`src/rtl/button_press_classifier_if.sv`:
```
// Classifier bus: debounced button level in, gesture pulses and status levels out.
interface button_press_classifier_if;
  logic i_btn_level;
  logic o_short;
  logic o_long;
  logic o_double;
  logic o_held;
  logic o_busy;

  // Upstream side: drives the level and consumes the gesture outputs.
  modport master (
    output i_btn_level,
    input  o_short, o_long, o_double, o_held, o_busy
  );

  // Classifier side.
  modport slave (
    input  i_btn_level,
    output o_short, o_long, o_double, o_held, o_busy
  );
endinterface

```
`src/rtl/button_press_classifier.sv`:
```
// Button gesture classifier: turns a debounced button level into one-cycle
// short / long / double-click pulses plus held and busy levels.
//
// state     | meaning
// ----------+-----------------------------------------------------------
// IDLE      | no gesture in progress
// PRESS1    | first press, timing toward a long press
// GAP       | released after first press, waiting for a second press
// PRESS2    | second press of a double click, untimed
// LONG_HELD | long press qualified, waiting for release
module button_press_classifier #(
  parameter int LONG_CYCLES = 100_000_000,
  parameter int GAP_CYCLES  = 30_000_000,
  parameter int CNT_W       = 27
) (
  input logic                     i_clk,
  input logic                     i_rst,
  button_press_classifier_if.slave bus
);

  typedef enum logic [2:0] {
    IDLE      = 3'd0,
    PRESS1    = 3'd1,
    GAP       = 3'd2,
    PRESS2    = 3'd3,
    LONG_HELD = 3'd4
  } state_t;

  // The counter value seen on the last qualifying sample: the entry sample
  // is not counted, so N samples in a state end with the counter at N-2.
  localparam logic [CNT_W-1:0] LONG_LAST = CNT_W'(LONG_CYCLES - 2);
  localparam logic [CNT_W-1:0] GAP_LAST  = CNT_W'(GAP_CYCLES - 2);

  state_t           state;
  state_t           state_nxt;
  logic [CNT_W-1:0] count;
  logic             short_nxt;
  logic             long_nxt;
  logic             double_nxt;

  // State register and duration counter. Only PRESS1 and GAP are timed and
  // both leave at their limit; the other states hold the counter at zero so
  // it can never wrap however long the button stays in them.
  always_ff @(posedge i_clk or posedge i_rst) begin
    if (i_rst) begin
      state <= IDLE;
      count <= '0;
    end else begin
      state <= state_nxt;
      if (state_nxt != state) begin
        count <= '0;
      end else if (state == PRESS1 || state == GAP) begin
        count <= count + CNT_W'(1);
      end else begin
        count <= '0;
      end
    end
  end

  // Next-state decode. In GAP a rise is tested first so that a press landing
  // on the expiry sample still counts as the second click.
  always_comb begin
    state_nxt = state;
    case (state)
      IDLE: begin
        if (bus.i_btn_level) state_nxt = PRESS1;
      end
      PRESS1: begin
        if (!bus.i_btn_level)       state_nxt = GAP;
        else if (count == LONG_LAST) state_nxt = LONG_HELD;
      end
      GAP: begin
        if (bus.i_btn_level)        state_nxt = PRESS2;
        else if (count == GAP_LAST) state_nxt = IDLE;
      end
      PRESS2: begin
        if (!bus.i_btn_level) state_nxt = IDLE;
      end
      LONG_HELD: begin
        if (!bus.i_btn_level) state_nxt = IDLE;
      end
      default: state_nxt = IDLE;
    endcase
  end

  // Pulse decode from the transition being taken this cycle; mutually
  // exclusive because each is tied to a different source state.
  always_comb begin
    short_nxt  = (state == GAP) && (state_nxt == IDLE);
    long_nxt   = (state == PRESS1) && (state_nxt == LONG_HELD);
    double_nxt = (state == PRESS2) && (state_nxt == IDLE);
  end

  // Output registers, so nothing combinational reaches the ports.
  always_ff @(posedge i_clk or posedge i_rst) begin
    if (i_rst) begin
      bus.o_short  <= 1'b0;
      bus.o_long   <= 1'b0;
      bus.o_double <= 1'b0;
      bus.o_held   <= 1'b0;
      bus.o_busy   <= 1'b0;
    end else begin
      bus.o_short  <= short_nxt;
      bus.o_long   <= long_nxt;
      bus.o_double <= double_nxt;
      bus.o_held   <= (state_nxt == LONG_HELD);
      bus.o_busy   <= (state_nxt != IDLE);
    end
  end

endmodule

```
`src/flat_wrapper.sv`:
```
// flat-port wrapper written by rule: the top's interface ports become plain ports
module button_press_classifier_flat 
#(
  parameter int LONG_CYCLES = 100_000_000,
  parameter int GAP_CYCLES  = 30_000_000,
  parameter int CNT_W       = 27
)
  (i_clk, i_rst, bus_i_btn_level, bus_o_short, bus_o_long, bus_o_double, bus_o_held, bus_o_busy);
  button_press_classifier_if bus_i ();
  input logic i_clk;
  input logic i_rst;
  input wire logic [$bits(bus_i.i_btn_level)-1:0] bus_i_btn_level;
  output wire logic [$bits(bus_i.o_short)-1:0] bus_o_short;
  output wire logic [$bits(bus_i.o_long)-1:0] bus_o_long;
  output wire logic [$bits(bus_i.o_double)-1:0] bus_o_double;
  output wire logic [$bits(bus_i.o_held)-1:0] bus_o_held;
  output wire logic [$bits(bus_i.o_busy)-1:0] bus_o_busy;
  assign bus_i.i_btn_level = bus_i_btn_level;
  assign bus_o_short = bus_i.o_short;
  assign bus_o_long = bus_i.o_long;
  assign bus_o_double = bus_i.o_double;
  assign bus_o_held = bus_i.o_held;
  assign bus_o_busy = bus_i.o_busy;
  button_press_classifier #(.LONG_CYCLES(LONG_CYCLES), .GAP_CYCLES(GAP_CYCLES), .CNT_W(CNT_W)) u_core (.i_clk(i_clk), .i_rst(i_rst), .bus(bus_i));
endmodule
```
`config.mk`:
```
export PLATFORM = sky130hd
export DESIGN_NAME = button_press_classifier_flat
export DESIGN_NICKNAME = d
export VERILOG_FILES = /design/src/rtl/button_press_classifier_if.sv /design/src/rtl/button_press_classifier.sv /design/src/flat_wrapper.sv
export SDC_FILE = /design/constraint.sdc
export NUM_CORES = 1
export LEC_CHECK = 0
export ABC_AREA = 0
export CORE_UTILIZATION = 45
export DETAILED_ROUTE_END_ITERATION = 10
export PLACE_DENSITY = 0.59
export SYNTH_ARGS = -nofsm -noshare
export SYNTH_HDL_FRONTEND = slang
export SYNTH_SLANG_ARGS = --single-unit
```
`constraint.sdc`:
```
create_clock -name i_clk -period 3.1 [get_ports i_clk]
set_clock_uncertainty 0.05 [all_clocks]
set_input_delay 0.62 -clock i_clk [delete_from_list [all_inputs] [get_ports i_clk]]
set_output_delay 0.62 -clock i_clk [all_outputs]
set_load 0.005 [all_outputs]
```
==> reports/qor.yml, run 1 <==
grtUsageMet3_pct: 4.14
status: "finished clean"
critPathLaunchType: "flip-flop"
p_clk_share_pct: 39.7
cts_resized: 0
whs_path_depth: 1
gp_routability_congestion: 0.807
dp.cells: 237
port-buffer-count: 7
nets: 201
synth_cell_types: 33
grt_pass1_vias: 1412
maxCapViolCount: 0
p_switching_mw: 0.210
ys_top_cells_by_count: "35 x dfrtp_1, 21 x a21oi_1, 12 x nand4_1, 11 x a22oi_1"
post-cts-setup-buffers: 0
layout-drive-gt1-share_pct: 7.11
grt_first_pass_wirelength_mm: 6.72
cts_max_level: 2
worstRegToRegCells: 7
die_area_um2: 4390
core_area_um2: 3800
cellPowerDensity_nw_per_um2: 438
syn_inst: 190
synth_area_um2: 1860
n_antenna_cell: 0
arrival_ps: 2580
setup_violations: 0
io_pins: 8
worstSetupPathType: "flip-flop to flip-flop"
dp_hpwl_mm: 2.61
r2r_slack_ps: 620
cp_slowest_cell: "or4_1"
seq_power_share_pct: 52.6
netSwitchingFraction_pct: 23.2
leakage_nw: 0.797
min_path_type: "flip-flop to flip-flop"
drt_iter0_drc: 69
fin_cells: 245
ff_latch_area_um2: 876
synth-edff-count: 0
insertion_delay_ps: 280
numClockSinks: 35
die_w_um: 66.2
yosys-top-cells-area: "dfrtp_1 47%, a21oi_1 5.7%, a22oi_1 4.4%, xor2_1 4.2%, nand4_1 4.0%"
syn_nets: 195
yosys_warnings: 0
via_per_inst: 5.98
cts_hold_buffers: 0
dpl_worst_slack_ps: 614
fin_tns_setup_ps: 0
worstMarginPinSlew_ps: 438
area_growth_pct: 11.5
fin_crit_sh_pct: 80.2
routed_wl_mm: 3.83
cts_max_path_buffers: 2
overflow: 0
fmax_mhz: 402
drc: 0
dr_total_vias: 1464
avgRoutedWirePerCell_um: 15.6
top_usage_layer: "met2"
final_cell_area_um2: 2070
slew_headroom_pct: 70.8
num-fill-cells: 355
synth_seq_area_share_pct: 47.2
use_met2_pct: 32.8
pwr-share-comb_pct: 7.7
slowest_delay_ps: 530
numCtsBuffers: 5
intPower_mw: 0.698
synth-seq-cells: 35
grtUsageTotal_pct: 20.5
ant_nets: 0
crit_chain: "inv_1 > ha_1 > or4b_1 > or4_1 > o21ai_2 > buf_12 > a22oi_1"
async_flop_share_pct: 100
yosysMostFrequentCell: "dfrtp_1"
cp.required_ps: 3200
vdd_drop_max_uv: 267
fp-row-count: 22
cts_tree: "yes"
place_area_um2: 1970
rsz0062_at_grt: "no"
crit_path_end_kind: "flip-flop"
grt_max_degree: 36
clkTransAtPathRegs_ps: 70
yosysTopAreaCell: "dfrtp_1"
synthFlopType: "dfrtp_1"
slew_viol_final: 0
firstDrtPassIters: 4
cp_max_fo: 20
fin_crit_ps: 2480
multi_input_area_um2: 918
start_util_pct: 48.9
grtUsageMet1_pct: 27.4
die_h_um: 66.2
hold_viol: 0
synth_top_area_share_pct: 47.2
syn-mean-instance-area_um2: 9.77
root_buffer: "clkbuf_8"
antenna_found_initial: 0
setup_ws_ps: 615
[cell usage in the layout (no fill, tap or decap), types with 3 or more instances in the layout]
master           instances
nand2_1                  6
nor3b_1                  4
nor2b_1                  3
dfrtp_1                 35
and4_1                   4
a21oi_1                 21
clkdlybuf4s50_1          7
a22oi_1                 11
and2_1                   6
inv_1                    3
nor2_1                   5
nand4_1                 12
nand3_1                  9
xnor2_1                  5
or3_1                    6
and3_1                   4
clkbuf_8                 7
or4_1                    6
xor2_1                   9
nand2b_1                 5
o31ai_1                  5
o21ai_0                  7
[cell families after synthesis]
family | after synthesis | synth area share (%)
flip-flops | 35 | 47.2
XOR/XNOR | 14 | 6.60
AO/OA/AOI/OAI | 48 | 15.8
adder cells (fa/ha/maj) | 2 | 1.35
AND/OR/NAND/NOR | 77 | 25.7
buffers and inverters | 14 | 3.37
[through the flow]
step	util (%)	total power [mW]	hold WS (ps)
after floorplan	-	0.530	412
after global placement	51.9	0.557	430
after detailed placement	51.9	0.559	454
after CTS	54.5	0.919	463
after global routing	54.5	0.950	493
final	54.5	0.908	458
[critical path, delay by kind of cell (launching register included)]
kind	cells	cell delay (ps)
flops	1	420
simple gates	2	940
compound gates	2	510
buf+inv	2	280
fa+ha+maj	1	130
[per-layer routing]
layer  share of wire (%)  up-vias
met5                   0        -
met4                 1.3        0
met3                 2.7        6
met2                  48       19
met1                  48      717
li1                    -      722
[power groups by stage]
stage	clock network (mW)	logic [mW]	registers, mW
after floorplan	0	0.0478	0.482
after global placement	0	0.0714	0.485
after detailed placement	0	0.0721	0.486
after CTS	0.369	0.0724	0.477
after global routing	0.392	0.0791	0.479
final	0.360	0.0703	0.477
[flip-flops by register name (all words and copies together), names as in the netlist]
| register | flops |
|---|---|
| u_core.bus.o_busy | 1 |
| u_core.bus.o_double | 1 |
| u_core.bus.o_held | 1 |
| u_core.bus.o_long | 1 |
| u_core.bus.o_short | 1 |
| u_core.count | 27 |
| u_core.state | 3 |
[path summary, 6_finish.rpt]
check                                          start                          to
hold / removal             u_core.count[0]$_DFF_PP0_   u_core.count[0]$_DFF_PP0_
hold reg to reg            u_core.count[0]$_DFF_PP0_   u_core.count[0]$_DFF_PP0_
setup reg to reg           u_core.count[0]$_DFF_PP0_  u_core.count[17]$_DFF_PP0_
setup / recovery           u_core.count[0]$_DFF_PP0_  u_core.count[17]$_DFF_PP0_
max in group asynchronous                      i_rst  u_core.count[11]$_DFF_PP0_
min in group asynchronous                      i_rst  u_core.count[12]$_DFF_PP0_
[final cells by class]
cell class	instances	share of cell area (%)
clock buffers	8	4.83
inverters	3	0.544
multi-input cells	141	44.4
flip-flops and latches	35	42.3
well taps	48	2.90
repair buffers	10	5.08
(Power assumes the default switching activity.)
==> inputs of run 2 (changes only) <==
--- a/config.mk
+++ b/config.mk
@@ -8,7 +8,7 @@
 export ABC_AREA = 0
 export CORE_UTILIZATION = 45
 export DETAILED_ROUTE_END_ITERATION = 10
-export PLACE_DENSITY = 0.59
+export PLACE_DENSITY = 0.62
 export SYNTH_ARGS = -nofsm -noshare
 export SYNTH_HDL_FRONTEND = slang
 export SYNTH_SLANG_ARGS = --single-unit
==> constraint.sdc (replaced) <==
create_clock -name i_clk -period 2.25 [get_ports i_clk]
set_clock_uncertainty 0.05 [all_clocks]
set_input_delay 0.45 -clock i_clk [delete_from_list [all_inputs] [get_ports i_clk]]
set_output_delay 0.45 -clock i_clk [all_outputs]
set_load 0.005 [all_outputs]
==> run 2 against run 1 <==
  * Non-clock buffer count grew 11
  * Sequential share of layout area is 3.0 points lower
  * Total power up 39%
  * Via count is 6.4% higher
  * Utilization rose by 4.2 points
  * Combinational power up 92%
  * Worst hold slack improved by 42 ps
  * Clock power is 30% higher
  * Critical endpoint is now u_core.state[2]$_DFF_PP0_
==> reports/qor.yml, run 2 (synthesized netlist as in run 1, its figures left out) <==
cts_max_path_buffers: 2  # unchanged
critPathLaunch: "u_core.count[0]$_DFF_PP0_"  # unchanged
nets: 212  # was 201
routed_wl_mm: 4.32  # was 3.83 mm
dp_hpwl_mm: 2.71  # was 2.61 mm
overflow: 0  # unchanged
top_register: "u_core.count"  # unchanged
drc: 0  # unchanged
antenna_found_initial: 0  # unchanged
largestRegisters: "u_core.count x27, u_core.state x3"  # unchanged
r2r_slack_ps: 20  # was 620 ps
num-fill-cells: 334  # was 355
min_path_type: "input port to async pin"  # was flip-flop to flip-flop
grt_first_pass_wirelength_mm: 7.09  # was 6.72 mm
n_antenna_cell: 0  # unchanged
worstRegToRegCells: 6  # was 7
start_util_pct: 48.9  # unchanged
utilization_pct: 58.7  # was 54.5%
fmax_mhz: 448  # was 402 MHz
layout-drive-gt1-share_pct: 15.0  # was 7.11%
dpl_worst_slack_ps: -35.8  # was 614 ps
die_area_um2: 4390  # unchanged
firstDrtPassIters: 4  # unchanged
slew_headroom_pct: 69.3  # was 70.8%
io_pins: 8  # unchanged
gp_routability_congestion: 0.894  # was 0.807
via_per_inst: 6.11  # was 5.98
grtUsageTotal_pct: 21.9  # was 20.5%
worstReg2RegStart: "u_core.count[0]$_DFF_PP0_"  # unchanged
hold_ws_ps: 500  # was 458 ps
arrival_ps: 2410  # was 2580 ps
dr_total_vias: 1558  # was 1,464
slew_viol_final: 0  # unchanged
setup_ws_ps: 16.0  # was 615 ps
leakage_nw: 0.880  # was 0.797 nW
numClockSinks: 35  # unchanged
grt_max_degree: 36  # unchanged
rsz0062_at_grt: "yes"  # was no
rr_endpoint: "u_core.state[2]$_DFF_PP0_"  # was u_core.count[17]$_DFF_PP0_
status: "finished clean"  # unchanged
fp-row-count: 22  # unchanged
cp_max_fo: 5  # was 20
grt_pass1_vias: 1494  # was 1,412
hold_viol: 0  # unchanged
root_buffer: "clkbuf_8"  # unchanged
layout_common_cells: "35 x dfrtp_1, 17 x a21oi_1, 12 x nand4_1"  # was 35 x dfrtp_1, 21 x a21oi_1, 12 x nand4_1
ant_nets: 0  # unchanged
vdd_drop_max_uv: 288  # was 267 uV
area_growth_pct: 20.1  # was 11.5%
insertion_delay_ps: 290  # was 280 ps
die_w_um: 66.2  # unchanged
drt_iter0_drc: 178  # was 69
numCtsBuffers: 5  # unchanged
port-buffer-count: 7  # unchanged
post-cts-setup-buffers: 0  # unchanged
worstMarginPinSlew_ps: 460  # was 438 ps
fin_cells: 255  # was 245
fin_tns_setup_ps: 0  # unchanged
cellPowerDensity_nw_per_um2: 564  # was 438 nW/um2
dp.cells: 246  # was 237
mostFrequentLayoutCell: "dfrtp_1"  # unchanged
fin_crit_sh_pct: 99.3  # was 80.2%
setup_violations: 0  # unchanged
critPathLaunchType: "flip-flop"  # unchanged
crit_path_end_kind: "flip-flop"  # unchanged
cp.required_ps: 2420  # was 3200 ps
core_area_um2: 3800  # unchanged
largest_reg_flops: 27  # unchanged
cts_max_level: 2  # unchanged
die_h_um: 66.2  # unchanged
cts_tree: "yes"  # unchanged
clkTransAtPathRegs_ps: 70  # about the same
maxCapViolCount: 0  # unchanged
fin_crit_ps: 2230  # was 2480 ps
worstSetupPathType: "flip-flop to flip-flop"  # unchanged
avgRoutedWirePerCell_um: 16.9  # was 15.6 um
## run 2: layout make-up
type / instances / area [um2] / area share [%]
clock buffers: 6 / 82.6 / 3.70
clock inverters: 1 / 5.00 / 0.224
inverters: 3 / 11.3 / 0.505
multi-input cells: 141 / 956 / 42.9
flip-flops and latches: 35 / 876 / 39.3
well taps: 48 / 60.1 / 2.69
repair buffers: 21 / 239 / 10.7
## run 2: worst max-delay path, stage by stage (launching register included)
cell and delay, ps:
dfrtp_1 380, inv_1 60, ha_1 130, or4b_1 420
or4_4 450, or4b_4 520, a21oi_2 150
## run 2: metrics by stage
stage / instance area (um2) / power, mW
6_report: 2230 / 1.26
3_3_place_gp: 2060 / 0.777
4_1_cts: 2160 / 1.24
5_1_grt: 2230 / 1.31
2_1_floorplan: 1860 / 0.732
3_5_place_dp: 2060 / 0.780
## run 2: report_power, final
group | leakage (nW) | internal, mW | switching (mW) | total (mW)
Sequential | 0.479 | 0.642 | 0.0131 | 0.655
Clock | 0.0470 | 0.240 | 0.228 | 0.468
Combinational | 0.354 | 0.0630 | 0.0722 | 0.135
Total | 0.880 | 0.945 | 0.313 | 1.26
## run 2: metal layers
metal	GRT usage, %	up-vias	part of all wire (%)
li1	-	744	-
met1	29.6	768	48
met2	33.2	39	46
met3	4.31	7	4.0
met4	11.2	0	1.8
met5	0	-	0
## run 2: worst max path at each step
stage                             endpoint  slack (ps)  depth (start not counted)
2_1_floorplan   u_core.count[22]$_DFF_PP0_         -30                          8
3_3_place_gp   u_core.bus.o_held$_DFF_PP0_         -20                          6
6_report         u_core.state[2]$_DFF_PP0_          20                          6
4_1_cts         u_core.count[19]$_DFF_PP0_           6                          8
5_1_grt        u_core.bus.o_held$_DFF_PP0_         -80                          6
3_5_place_dp   u_core.bus.o_held$_DFF_PP0_         -40                          6
## run 2: what timing repair did
item | CTS | global route
hold buffers | 0 | 0
cloned | 0 | 2
endpoints found under the setup margin | 14 | 29
resized for setup | 3 | 5
pin swaps | 0 | 2
==> inputs of run 3 (changes only) <==
--- a/config.mk
+++ b/config.mk
@@ -8,7 +8,9 @@
 export ABC_AREA = 0
 export CORE_UTILIZATION = 45
 export DETAILED_ROUTE_END_ITERATION = 10
-export PLACE_DENSITY = 0.62
+export MAX_ROUTING_LAYER = met4
+export PLACE_DENSITY = 0.67
+export SLEW_MARGIN = 15
 export SYNTH_ARGS = -nofsm -noshare
 export SYNTH_HDL_FRONTEND = slang
 export SYNTH_SLANG_ARGS = --single-unit
==> run 3 against run 2 <==
  * Clock power increased by 9.0%
  * Count of clock-buffer cells in the layout increased by 1
  * Sequential power about the same
  * Total power increased by 2.1%
  * Critical endpoint unchanged
  * Largest power group unchanged
==> reports/qor.yml, run 3 (synthesized netlist as in run 1, its figures left out) <==
largest_reg_flops: 27  # unchanged
cp_max_fo: 6  # was 5
critPathTopFamily: "simple AND/OR/NAND/NOR gates"  # unchanged
worstReg2RegStart: "u_core.count[0]$_DFF_PP0_"  # unchanged
cp.required_ps: 2430  # was 2420 ps
utilization_pct: 57.1  # was 58.7%
cts_tree: "yes"  # unchanged
overflow: 0  # unchanged
status: "finished clean"  # unchanged
fp-row-count: 22  # unchanged
cts_hold_buffers: 0  # unchanged
grt_pass1_vias: 1508  # was 1,494
leakage_nw: 0.849  # was 0.880 nW
layout_common_cells: "35 x dfrtp_1, 19 x a21oi_1, 12 x nand4_1"  # was 35 x dfrtp_1, 17 x a21oi_1, 12 x nand4_1
cts_max_level: 2  # unchanged
arrival_ps: 2430  # was 2410 ps
die_area_um2: 4390  # unchanged
cp_slowest_cell: "or4b_4"  # unchanged
vdd_drop_max_uv: 311  # was 288 uV
fin_crit_sh_pct: 99.9  # was 99.3%
layout-drive-gt1-share_pct: 13.2  # was 15.0%
cts_max_path_buffers: 2  # unchanged
rr_endpoint: "u_core.state[2]$_DFF_PP0_"  # unchanged
min_path_type: "input port to async pin"  # unchanged
dr_total_vias: 1500  # was 1,558
dp.cells: 244  # was 246
n_antenna_cell: 0  # unchanged
dp_hpwl_mm: 2.62  # was 2.71 mm
start_util_pct: 48.9  # unchanged
mostFrequentLayoutCell: "dfrtp_1"  # unchanged
cp.depth: 6  # unchanged
port-buffer-count: 7  # unchanged
crit_chain: "inv_1 > ha_1 > or4b_1 > or4_4 > or4b_4 > a21oi_2"  # unchanged
numClockSinks: 35  # unchanged
firstDrtPassIters: 4  # unchanged
numCtsBuffers: 5  # unchanged
cellPowerDensity_nw_per_um2: 592  # was 564 nW/um2
nets: 209  # was 212
fmax_mhz: 445  # was 448 MHz
ant_nets: 0  # unchanged
grtUsageTotal_pct: 21.3  # was 21.9%
avgRoutedWirePerCell_um: 15.4  # was 16.9 um
maxCapViolCount: 0  # unchanged
fin_cells: 253  # was 255
antenna_found_initial: 0  # unchanged
drt_iter0_drc: 97  # was 178
io_pins: 8  # unchanged
core_area_um2: 3800  # unchanged
multi_input_area_um2: 941  # was 956 um2
die_w_um: 66.2  # unchanged
hold_viol: 0  # unchanged
r2r_slack_ps: 2  # was 20 ps
clkTransAtPathRegs_ps: 80  # was 70 ps
hold_ws_ps: 496  # was 500 ps
setup_violations: 0  # unchanged
root_buffer: "clkbuf_8"  # unchanged
area_growth_pct: 16.8  # was 20.1%
via_per_inst: 5.93  # was 6.11
slew_viol_final: 0  # unchanged
crit_path_end_kind: "flip-flop"  # unchanged
slew_headroom_pct: 70.7  # was 69.3%
critPathLaunchType: "flip-flop"  # unchanged
slowest_delay_ps: 520  # about the same
gp_routability_congestion: 0.813  # was 0.894
drc: 0  # unchanged
die_h_um: 66.2  # unchanged
num-fill-cells: 339  # was 334
worstMarginPinSlew_ps: 440  # was 460 ps
top_register: "u_core.count"  # unchanged
critPathLaunch: "u_core.count[0]$_DFF_PP0_"  # unchanged
worstSetupPathType: "flip-flop to flip-flop"  # unchanged
largestRegisters: "u_core.count x27, u_core.state x3"  # unchanged
worstRegToRegCells: 6  # unchanged
dpl_worst_slack_ps: -110  # was -35.8 ps
routed_wl_mm: 3.90  # was 4.32 mm
critPathBufInv: 1  # unchanged
rsz0062_at_grt: "yes"  # unchanged
grt_first_pass_wirelength_mm: 6.82  # was 7.09 mm
grt_max_degree: 36  # unchanged
ff_latch_area_um2: 876  # unchanged
fin_crit_ps: 2250  # was 2230 ps
setup_ws_ps: 1.88  # was 16.0 ps
insertion_delay_ps: 290  # about the same
==> run 3: changes by cell type in the layout (fill, tap and decap cells not counted), sizes merged <==
cell,delta
clkinvlp,+1
clkbuf,-1
buf,-1
clkinv,-1
==> run 3: report_power, final <==
group	switching, mW	internal [mW]	total, mW
logic	0.0672	0.0530	0.120
registers	0.0127	0.642	0.654
clock network	0.232	0.278	0.510
==> run 3: how the worst max path moves through the flow <==
stage,end,slack [ps]
final,u_core.state[2]$_DFF_PP0_,2
after CTS,u_core.state[2]$_DFF_PP0_,-20
after floorplan,u_core.count[22]$_DFF_PP0_,-30
after detailed placement,u_core.state[2]$_DFF_PP0_,-110
after global routing,u_core.state[2]$_DFF_PP0_,-100
after global placement,u_core.bus.o_held$_DFF_PP0_,-40
==> run 3: layout make-up <==
type	instances	share of cell area (%)
inverters	3	0.519
clock inverters	1	0.346
multi-input cells	141	43.4
clock buffers	7	4.44
flip-flops and latches	35	40.4
well taps	48	2.77
repair buffers	18	8.19
==> run 3: metrics by stage <==
step	total power, mW	area, um2	TNS (ps)
finish	1.28	2170	0
detailed placement	0.782	2040	-246
global route	1.34	2170	-170
floorplan	0.732	1860	-138
CTS	1.30	2150	-28.6
global placement	0.777	2040	-77.4
==> run 3: worst min-delay path: stages <==
cell and delay [ps]:
clkdlybuf4s50_1 390, inv_1 50, buf_4 380
==> run 3: layer usage <==
| metal | track usage (%) | routed length [um] | share of wire, % | vias to the layer above |
|---|---|---|---|---|
| met2 | 34.9 | 2000 | 51 | 29 |
| li1 | - | - | - | 736 |
| met5 | - | 0 | 0 | - |
| met3 | 5.86 | 145 | 3.7 | 5 |
| met1 | 25.3 | 1700 | 44 | 730 |
| met4 | 6.65 | 53 | 1.4 | 0 |
==> run 3: repair_timing <==
| action | 4_1_cts | 5_1_grt |
|---|---|---|
| buffers inserted | 0 | 1 |
| pin swaps | 0 | 1 |
| resized for setup | 2 | 2 |
| setup endpoints to repair | 4 | 4 |
